**config.mk**
```make
export PLATFORM = sky130hd
export DESIGN_NAME = kp_i2s_out
export DESIGN_NICKNAME = d
export VERILOG_FILES = /design/src/rtl/kp_i2s_out.sv
export SDC_FILE = /design/constraint.sdc
export NUM_CORES = 1
export LEC_CHECK = 0
export BUFFER_PORTS_ARGS = -buffer_cell sky130_fd_sc_hd__buf_2
export CAP_MARGIN = 20
export CORE_MARGIN = 4
export CORE_UTILIZATION = 28
export CTS_CLUSTER_DIAMETER = 60
export CTS_CLUSTER_SIZE = 20
export DETAILED_ROUTE_END_ITERATION = 10
export PLACE_DENSITY_LB_ADDON = 0.3
export SYNTH_ARGS = -nofsm -noshare
export SYNTH_HDL_FRONTEND = slang
export SYNTH_SLANG_ARGS = --single-unit
```
**constraint.sdc**
```tcl
create_clock -name a_clk -period 3.1 [get_ports a_clk]
set_input_delay 0.155 -clock a_clk [delete_from_list [all_inputs] [get_ports a_clk]]
set_output_delay 0.155 -clock a_clk [all_outputs]
set_load 0.03 [all_outputs]
```
**src/rtl/kp_i2s_out.sv**
```systemverilog
// I2S output stage: attenuates and saturates each voice sample to 24 bits, then sends it on both channels of a free-running frame.
// IDLE: lines held low | RUN: frames back-to-back | DRAIN: finish the current frame, then go to IDLE
module kp_i2s_out #(
  parameter int CLK_DIV = 4
) (
  input  logic        a_clk,
  input  logic        reset,
  input  logic        enable,
  input  logic [31:0] sample_in,
  input  logic        sample_valid,
  output logic        sample_ready,
  input  logic [2:0]  attenuation,
  input  logic        mute,
  output logic        bclk,
  output logic        lrclk,
  output logic        sdata,
  output logic        frame_start,
  output logic        underrun
);

  localparam int DW = (CLK_DIV > 1) ? $clog2(CLK_DIV) : 1;

  typedef enum logic [1:0] {S_IDLE, S_RUN, S_DRAIN} state_t;

  state_t         r_state;
  state_t         w_state_nxt;
  logic [DW-1:0]  r_div;
  logic           r_bclk;
  logic [5:0]     r_k;
  logic           r_lrclk;
  logic           r_sdata;
  logic           r_full;
  logic [31:0]    r_hold;
  logic [23:0]    r_word;
  logic           r_frame_start;
  logic           r_underrun;

  logic           w_tick;
  logic           w_fall;
  logic           w_wrap;
  logic           w_load;
  logic           w_xfer;
  logic [5:0]     w_k_nxt;
  logic [4:0]     w_k_slot;
  logic           w_bit;
  logic signed [31:0] w_shifted;
  logic [23:0]    w_sat;
  logic [23:0]    w_word_nxt;

  assign w_tick   = (r_div == DW'(CLK_DIV - 1));
  assign w_fall   = w_tick && r_bclk;
  assign w_wrap   = w_fall && (r_k == 6'd63);
  assign w_xfer   = sample_valid && !r_full;
  assign w_k_nxt  = r_k + 6'd1;
  // Both channel slots share the same position pattern inside their 32-bit half
  assign w_k_slot = w_k_nxt[4:0];
  assign w_bit    = (w_k_slot >= 5'd1 && w_k_slot <= 5'd24) ? r_word[5'd24 - w_k_slot] : 1'b0;

  assign w_shifted = $signed(r_hold) >>> attenuation;

  always_comb begin
    w_sat = w_shifted[23:0];
    if (w_shifted > 32'sd8388607) begin
      w_sat = 24'h7FFFFF;
    end else if (w_shifted < -32'sd8388608) begin
      w_sat = 24'h800000;
    end
  end

  assign w_word_nxt = mute ? 24'h000000 : (r_full ? w_sat : r_word);

  always_comb begin
    w_state_nxt = r_state;
    w_load      = 1'b0;
    case (r_state)
      S_IDLE: begin
        if (enable) begin
          w_state_nxt = S_RUN;
          w_load      = 1'b1;
        end
      end
      S_RUN: begin
        if (!enable) begin
          w_state_nxt = S_DRAIN;
        end
        if (w_wrap) begin
          w_load = 1'b1;
        end
      end
      S_DRAIN: begin
        if (enable) begin
          w_state_nxt = S_RUN;
          w_load      = w_wrap;
        end else if (w_wrap) begin
          w_state_nxt = S_IDLE;
        end
      end
      default: w_state_nxt = S_IDLE;
    endcase
  end

  always_ff @(posedge a_clk or posedge reset) begin
    if (reset) begin
      r_state <= S_IDLE;
    end else begin
      r_state <= w_state_nxt;
    end
  end

  always_ff @(posedge a_clk or posedge reset) begin
    if (reset) begin
      r_div         <= '0;
      r_bclk        <= 1'b0;
      r_k           <= 6'd0;
      r_lrclk       <= 1'b0;
      r_sdata       <= 1'b0;
      r_full        <= 1'b0;
      r_hold        <= 32'd0;
      r_word        <= 24'd0;
      r_frame_start <= 1'b0;
      r_underrun    <= 1'b0;
    end else begin
      r_frame_start <= w_load;
      r_underrun    <= w_load && !r_full;
      if (w_load) begin
        r_word <= w_word_nxt;
      end
      if (w_load && r_full) begin
        r_full <= 1'b0;
      end else if (w_xfer) begin
        r_full <= 1'b1;
      end
      if (w_xfer) begin
        r_hold <= sample_in;
      end
      // The wrap edge that ends DRAIN naturally leaves every timing register at zero
      if (r_state == S_IDLE) begin
        r_div   <= '0;
        r_bclk  <= 1'b0;
        r_k     <= 6'd0;
        r_lrclk <= 1'b0;
        r_sdata <= 1'b0;
      end else begin
        if (w_tick) begin
          r_div  <= '0;
          r_bclk <= !r_bclk;
        end else begin
          r_div <= r_div + DW'(1);
        end
        if (w_fall) begin
          r_k     <= w_k_nxt;
          r_lrclk <= w_k_nxt[5];
          r_sdata <= w_bit;
        end
      end
    end
  end

  assign sample_ready = !r_full;
  assign bclk         = r_bclk;
  assign lrclk        = r_lrclk;
  assign sdata        = r_sdata;
  assign frame_start  = r_frame_start;
  assign underrun     = r_underrun;

endmodule

```
==> key figures, run 1 <==
Worst hold path
  • Hold WC Path Type: in -> async

Global routing
  • Total Routing Usage GR: 0.1062
  • GRT overflow: 0
  • Largest net degree at the start of global routing: 38
  • Initial antenna violation count: 0
  • First-pass GRT wire length: 15.33 mm
  • Vias in the first global route: 3065

Clock tree
  • Reg clk slew, reported paths: 0.06 ns
  • CTS tree: done
  • Post-CTS setup buffer count: 0
  • H-tree lvl count: 3
  • Max clock buf depth: 2
  • Clk Latency, worst-skew pair: 0.33 ns
  • Clk sinks: 71
  • Inserted Clock Buffers: 9
  • Hold Buf Count CTS: 1
  • Post_cts resized: 0
  • Root Driver: clkbuf_16

Detailed routing
  • Iter 0 DRT Violations: 112
  • Via-to-Cell Ratio: 5.029
  • Drt drc: 0
  • Routed length per instance: 14.85 µm
  • Final ANT Viol Nets: 0
  • TritonRoute pass-1 iters: 4
  • Overall routed net length: 8.583 mm
  • Vias: 2907

Timing
  • Max Clk Rate: 0.3518 GHz
  • Final TNS setup: 0 ns
  • Final setup viols: 0
  • WHS: -0.03306 ns
  • RSZ-0062 raised after global routing: no
  • Fin crit share: 0.9168
  • Fin. Hold Viols: 35
  • Final Skew: 0.004567 ns
  • Slew HR: 0.4818
  • Slew of the pin with the lowest slew margin: 0.7761 ns
  • Max-slew violations: 0
  • Final Critical Period: 2.842 ns

Pwr
  • Net Sw Frac: 0.3120
  • Sequential share of power: 0.403
  • Combinational share of power: 0.342
  • P_int: 2.754 mW
  • Clk network pwr share: 0.255
  • Leak pwr: 2.101 nW
  • Sw power: 1.249 mW
  • PD cells: 814.1 mW/mm²
  • Worst vdd ir: 0.3227 mV

Final layout
  • Share of cells above drive strength 1: 0.3909
  • Filler cell count: 1448
  • Net count, final: 432
  • Synthesis-to-layout area growth: 15.32%
  • Final core utilization: 0.3345
  • Diode count: 0

Floorplan
  • IO Count: 46
  • Die Y: 131.4 µm
  • Initial core utilization: 0.2901
  • Die area: 0.01727 mm²
  • Core area: 0.01470 mm²
  • Row cnt: 44
  • Die W: 131.4 µm

Yosys
  • Avg Cell Area, Syn: 12.18 µm²
  • Yosys warnings: 0
  • Syn Nets: 393
  • Most used DFF post-synth: dfrtp_1
  • Synth unique cells: 54
  • Cells after Synth: 350
  • EDFF count, synth: 0
  • Synthesized area: 0.004264 mm²
  • Synth async-reset ratio: 1.000
  • Part of the Yosys area used for sequential elements: 0.4167
  • #FFs+latches synth: 71

Run status
  • Status: finished, violations left
  • Failing checks: negative hold slack

Setup path
  • Worst path slowest cell: ha_1
  • Cells along the critical path: clkinv_1 -> ha_1 -> nor4bb_1 -> a31oi_1 -> o221a_2 -> and3_1 -> o21a_1 -> o311a_1
  • Largest delay share family, worst path: compound AO/OA/AOI/OAI gates
  • Crit. End Element: register
  • Delay of the slowest cell on the worst path: 0.56 ns
  • CP Buf/Inv Count: 1
  • CP Max Fanout: 12
  • Kind of critical path: reg -> reg
  • Worst Path Arrival: 3.05 ns
  • CP startpoint kind: register
  • Worst Path Required: 3.31 ns

Placed design
  • DP HPWL: 6.380 mm
  • # port buffers: 45
  • Placer Congestion: 0.7635

Run
  • MaxCap Viol Count: 0
worst paths after layout:
kind	start	endpoint	slack, ns	cells past startpoint
worst min register to register	r_div[0]	r_div[0]	0.44	1
max in group asynchronous	reset	r_hold[18]	2.38	3
worst max-delay path	r_k[0]	sdata	0.26	8
worst max register to register	r_k[0]	sdata	0.26	8
min in group a_clk	sample_in[31]	r_hold[31]	0.05	3
worst min-delay path	reset	frame_start	-0.03	2
metal layers:
metal | part of all wire | GRT usage | wire [µm] | up-vias
li1 | - | - | - | 1425
met1 | 0.48 | 0.1418 | 4105 | 1424
met2 | 0.46 | 0.1656 | 3979 | 45
met3 | 0.043 | 0.03173 | 370 | 13
met4 | 0.015 | 0.03501 | 128 | 0
met5 | 0 | 0 | 0 | -
worst register-to-register path: cells and delay by family, from the launching register on:
kind                       cells  cell delay, ns
DFF                            1            0.44
adders and majority gates      1            0.56
and+or+nand+nor                2            0.55
buffers and inverters          1            0.25
AOI/OAI and AO/OA              4            0.92
sequential cells by signal, summed over array words and instances (netlist names):
register / count
r_hold: 32
r_word: 24
r_k: 6
r_div: 2
r_state: 2
bclk: 1
frame_start: 1
r_full: 1
sdata: 1
underrun: 1
kinds of logic after synthesis:
family          after synthesis  synth area share
buf+inv                      36           0.04871
fa+ha+maj                     3          0.008804
compound gates               62            0.1165
flops                        71            0.4167
mux                         101            0.3131
xor+xnor                      8           0.01643
simple gates                 69           0.07982
cells in the final DEF, fill, tap and decap left out, drive strengths merged, types with 2 or more instances in the layout:
master / Yosys / layout
nor2b: 3 / 3
buf: 21 / 54
nor3: 3 / 3
xor2: 3 / 3
o21ai: 13 / 13
a221o: 23 / 23
and2: 2 / 2
mux2: 56 / 56
nand3: 7 / 7
clkinv: 1 / 4
inv: 8 / 8
nand2b: 3 / 3
mux4: 20 / 20
mux2i: 25 / 25
dfrtp: 71 / 71
xnor2: 5 / 5
a21oi: 8 / 8
clkbuf: 6 / 12
nor4: 3 / 3
a21boi: 2 / 2
a31oi: 3 / 3
nand2: 24 / 24
nand3b: 3 / 3
nor2: 14 / 14
ha: 3 / 3
final cells by class:
type                    instances  area, µm²  share of cell area
flip-flops and latches         71       1777              0.3613
inverters                       9      33.78            0.006870
repair buffers                 55      302.8             0.06158
well taps                     184      230.2             0.04682
clock inverters                 4      45.04            0.009160
multi-input cells             243       2282              0.4641
clock buffers                  12      246.5             0.05013
power by group through the flow:
stage          Clock [mW]  Combinational (mW)  Sequential, mW
2_1_floorplan           0                1.16            1.51
3_3_place_gp            0                1.36            1.63
3_5_place_dp            0                1.37            1.64
4_1_cts              1.04                1.38            1.62
5_1_grt              1.09                1.53            1.69
6_report             1.02                1.37            1.61
cells in the mapped netlist (all sizes together), types with 2 or more instances:
master / count / area, µm²
nand3b: 3 / 22.52
nand3: 7 / 35.03
nand2: 24 / 90.09
nor2b: 3 / 18.77
ha: 3 / 37.54
nor3: 3 / 20.02
mux2i: 25 / 250.2
a21oi: 8 / 43.79
inv: 8 / 30.03
nor2: 14 / 52.55
nand2b: 3 / 18.77
xnor2: 5 / 43.79
mux4: 20 / 450.4
buf: 21 / 147.6
a21boi: 2 / 15.01
and2: 2 / 12.51
dfrtp: 71 / 1777
xor2: 3 / 26.28
clkbuf: 6 / 26.28
mux2: 56 / 634.4
a31oi: 3 / 18.77
nor4: 3 / 18.77
a221o: 23 / 232.7
o21ai: 13 / 65.06
metrics by stage:
| stage | power, mW | worst slack, ns | instances | hold slack, ns | cell area [µm²] |
|---|---|---|---|---|---|
| 6_report | 4.003 | 0.2578 | 578 | -0.03306 | 4917 |
| 3_5_place_dp | 3.010 | 0.3132 | 561 | 0.3496 | 4616 |
| 5_1_grt | 4.303 | 0.08990 | 578 | 0.04430 | 4917 |
| 4_1_cts | 4.046 | 0.2765 | 578 | 0.00005768 | 4917 |
| 3_3_place_gp | 2.990 | 0.4171 | 561 | 0.3405 | 4616 |
| 2_1_floorplan | 2.675 | 0.6605 | 350 | 0.2181 | 4264 |
(Power assumes the default switching activity.)
==> inputs of run 2 (changes only) <==
Settings changed: CORE_ASPECT_RATIO set to 0.5.
==> key figures, run 2 (synthesized netlist as in run 1, its figures left out) <==
Detailed routing
  • Overall routed net length: 9.282 mm (was 8.583 mm)
  • TritonRoute pass-1 iters: 4 (unchanged)
  • Via-to-Cell Ratio: 4.953 (was 5.029)
  • Final ANT Viol Nets: 0 (unchanged)
  • Vias: 2932 (was 2907)
  • Routed length per instance: 15.68 µm (was 14.85 µm)
  • Drt drc: 0 (unchanged)
  • Iter 0 DRT Violations: 173 (was 112)

Final layout
  • Leading registers by flop count: r_hold x32, r_word x24, r_k x6 (unchanged)
  • Multi-input logic area: 0.002287 mm² (was 0.002282 mm²)
  • Net count, final: 433 (was 432)
  • Commonest cells after routing, fill and taps aside: dfrtp_1 (71), mux2_2 (55), buf_2 (45), mux2i_1 (25), nand2_1 (24) (unchanged)
  • Diode count: 0 (unchanged)
  • Max FFs per register: 32 (unchanged)
  • Filler cell count: 1449 (was 1448)
  • Share of cells above drive strength 1: 0.3934 (was 0.3909)
  • Most common cell after layout, fill and taps aside: dfrtp_1 (unchanged)
  • Sequential Area: 0.001777 mm² (unchanged)
  • Most flops, register: r_hold (unchanged)
  • Synthesis-to-layout area growth: 17.34% (was 15.32%)

Setup path
  • Kind of critical path: reg -> reg (unchanged)
  • Crit. End Element: register (unchanged)
  • Worst Path Arrival: 2.99 ns (was 3.05 ns)
  • Worst Path Required: 3.31 ns (about the same)
  • Worst path slowest cell: ha_1 (unchanged)
  • Delay of the slowest cell on the worst path: 0.57 ns (was 0.56 ns)
  • CP startpoint kind: register (unchanged)
  • CP Max Fanout: 12 (unchanged)
  • Cells along the critical path: clkinv_1 -> ha_1 -> nor4bb_1 -> a31oi_1 -> o221a_2 -> and3_1 -> o21a_1 -> o311a_1 (unchanged)

Floorplan
  • IO Count: 46 (unchanged)
  • Initial core utilization: 0.2901 (about the same)
  • Die Y: 95.26 µm (was 131.4 µm)
  • Die area: 0.01739 mm² (was 0.01727 mm²)
  • Die W: 182.5 µm (was 131.4 µm)
  • Core area: 0.01470 mm² (about the same)
  • Row cnt: 31 (was 44)

Global routing
  • Largest net degree at the start of global routing: 35 (was 38)
  • Vias in the first global route: 2927 (was 3065)
  • Total Routing Usage GR: 0.1111 (was 0.1062)
  • First-pass GRT wire length: 15.32 mm (was 15.33 mm)
  • Initial antenna violation count: 0 (unchanged)
  • GRT overflow: 0 (unchanged)

Clock tree
  • Reg clk slew, reported paths: 0.06 ns (about the same)
  • Root Driver: clkbuf_16 (unchanged)
  • H-tree lvl count: 3 (unchanged)
  • Max clock buf depth: 2 (unchanged)
  • CTS tree: done (unchanged)
  • Inserted Clock Buffers: 9 (unchanged)
  • Clk Latency, worst-skew pair: 0.33 ns (about the same)
  • Post-CTS setup buffer count: 0 (unchanged)
  • Clk sinks: 71 (unchanged)

Timing
  • Final Skew: 0.007775 ns (was 0.004567 ns)
  • Slew HR: 0.3751 (was 0.4818)
  • Final TNS setup: 0 ns (unchanged)
  • Slew of the pin with the lowest slew margin: 0.9353 ns (was 0.7761 ns)
  • Fin. Hold Viols: 0 (was 35)
  • Fin crit share: 0.8978 (was 0.9168)
  • Max-slew violations: 0 (unchanged)
  • Final Critical Period: 2.783 ns (was 2.842 ns)
  • Final setup viols: 0 (unchanged)
  • WHS: 0.03228 ns (was -0.03306 ns)
  • Max Clk Rate: 0.3593 GHz (was 0.3518 GHz)
  • RSZ-0062 raised after global routing: no (unchanged)

Pwr
  • Leak pwr: 2.127 nW (was 2.101 nW)
  • Worst vdd ir: 0.2625 mV (was 0.3227 mV)
  • PD cells: 845.6 mW/mm² (was 814.1 mW/mm²)

Run
  • MaxCap Viol Count: 0 (unchanged)

Placed design
  • DP HPWL: 6.618 mm (was 6.380 mm)
  • # port buffers: 45 (unchanged)
  • Placer Congestion: 0.8194 (was 0.7635)

Run status
  • Status: finished clean (was finished, violations left)

Worst hold path
  • Hold WC Path Type: in -> reg (was in -> async)
-- run 2: timing repair --
item,CTS,global route
hold buffers,2,0
hold endpoints to repair,16,0
gates resized for setup,0,0
-- run 2: where the power goes --
| part | switching, mW | internal, mW |
|---|---|---|
| clock network | 0.393 | 0.805 |
| logic | 0.600 | 0.818 |
| registers | 0.317 | 1.30 |
-- run 2: critical path: cells and delay by family (launching register included) --
kind                     cells  cell delay [ns]
buffers and inverters        1             0.25
AO/OA/AOI/OAI                4             0.91
flip-flops                   1             0.43
adder cells (fa/ha/maj)      1             0.57
AND/OR/NAND/NOR              2             0.51
-- run 2: final cells by class --
class | count | share of cell area
sequential | 71 | 0.3551
timing repair buffer | 56 | 0.06252
inverter | 9 | 0.006752
clock inverter | 5 | 0.02126
clock buffer | 10 | 0.04776
multi-input combinational | 243 | 0.4571
tap | 198 | 0.04951
-- run 2: stage by stage --
step | std cells | utilization | power, mW | worst slack [ns] | area (µm²)
after global routing | 592 | 0.3404 | 4.498 | 0.06840 | 5004
after global placement | 575 | 0.3155 | 3.024 | 0.4298 | 4638
after floorplan | 350 | - | 2.675 | 0.6605 | 4264
after detailed placement | 575 | 0.3155 | 3.040 | 0.3286 | 4638
final | 592 | 0.3404 | 4.231 | 0.3167 | 5004
after CTS | 592 | 0.3404 | 4.269 | 0.3072 | 5004
-- run 2: worst paths after layout --
kind                                     from         end  slack (ns)  cells after the start
worst max-delay path                   r_k[0]       sdata        0.32                      8
worst min-delay path            sample_in[31]  r_hold[31]        0.03                      3
worst max register to register         r_k[0]       sdata        0.32                      8
worst min register to register       r_div[0]    r_div[0]        0.44                      1
max in group asynchronous               reset   r_hold[7]        2.06                      4
min in group asynchronous               reset  r_state[1]        0.33                      3
-- run 2: routing by layer --
layer,GRT usage,part of all wire,vias to the layer above
met5,0,0,-
met1,0.1688,0.54,1465
met2,0.1522,0.42,39
met4,0.03371,0.0097,0
met3,0.02934,0.034,7
li1,-,-,1421
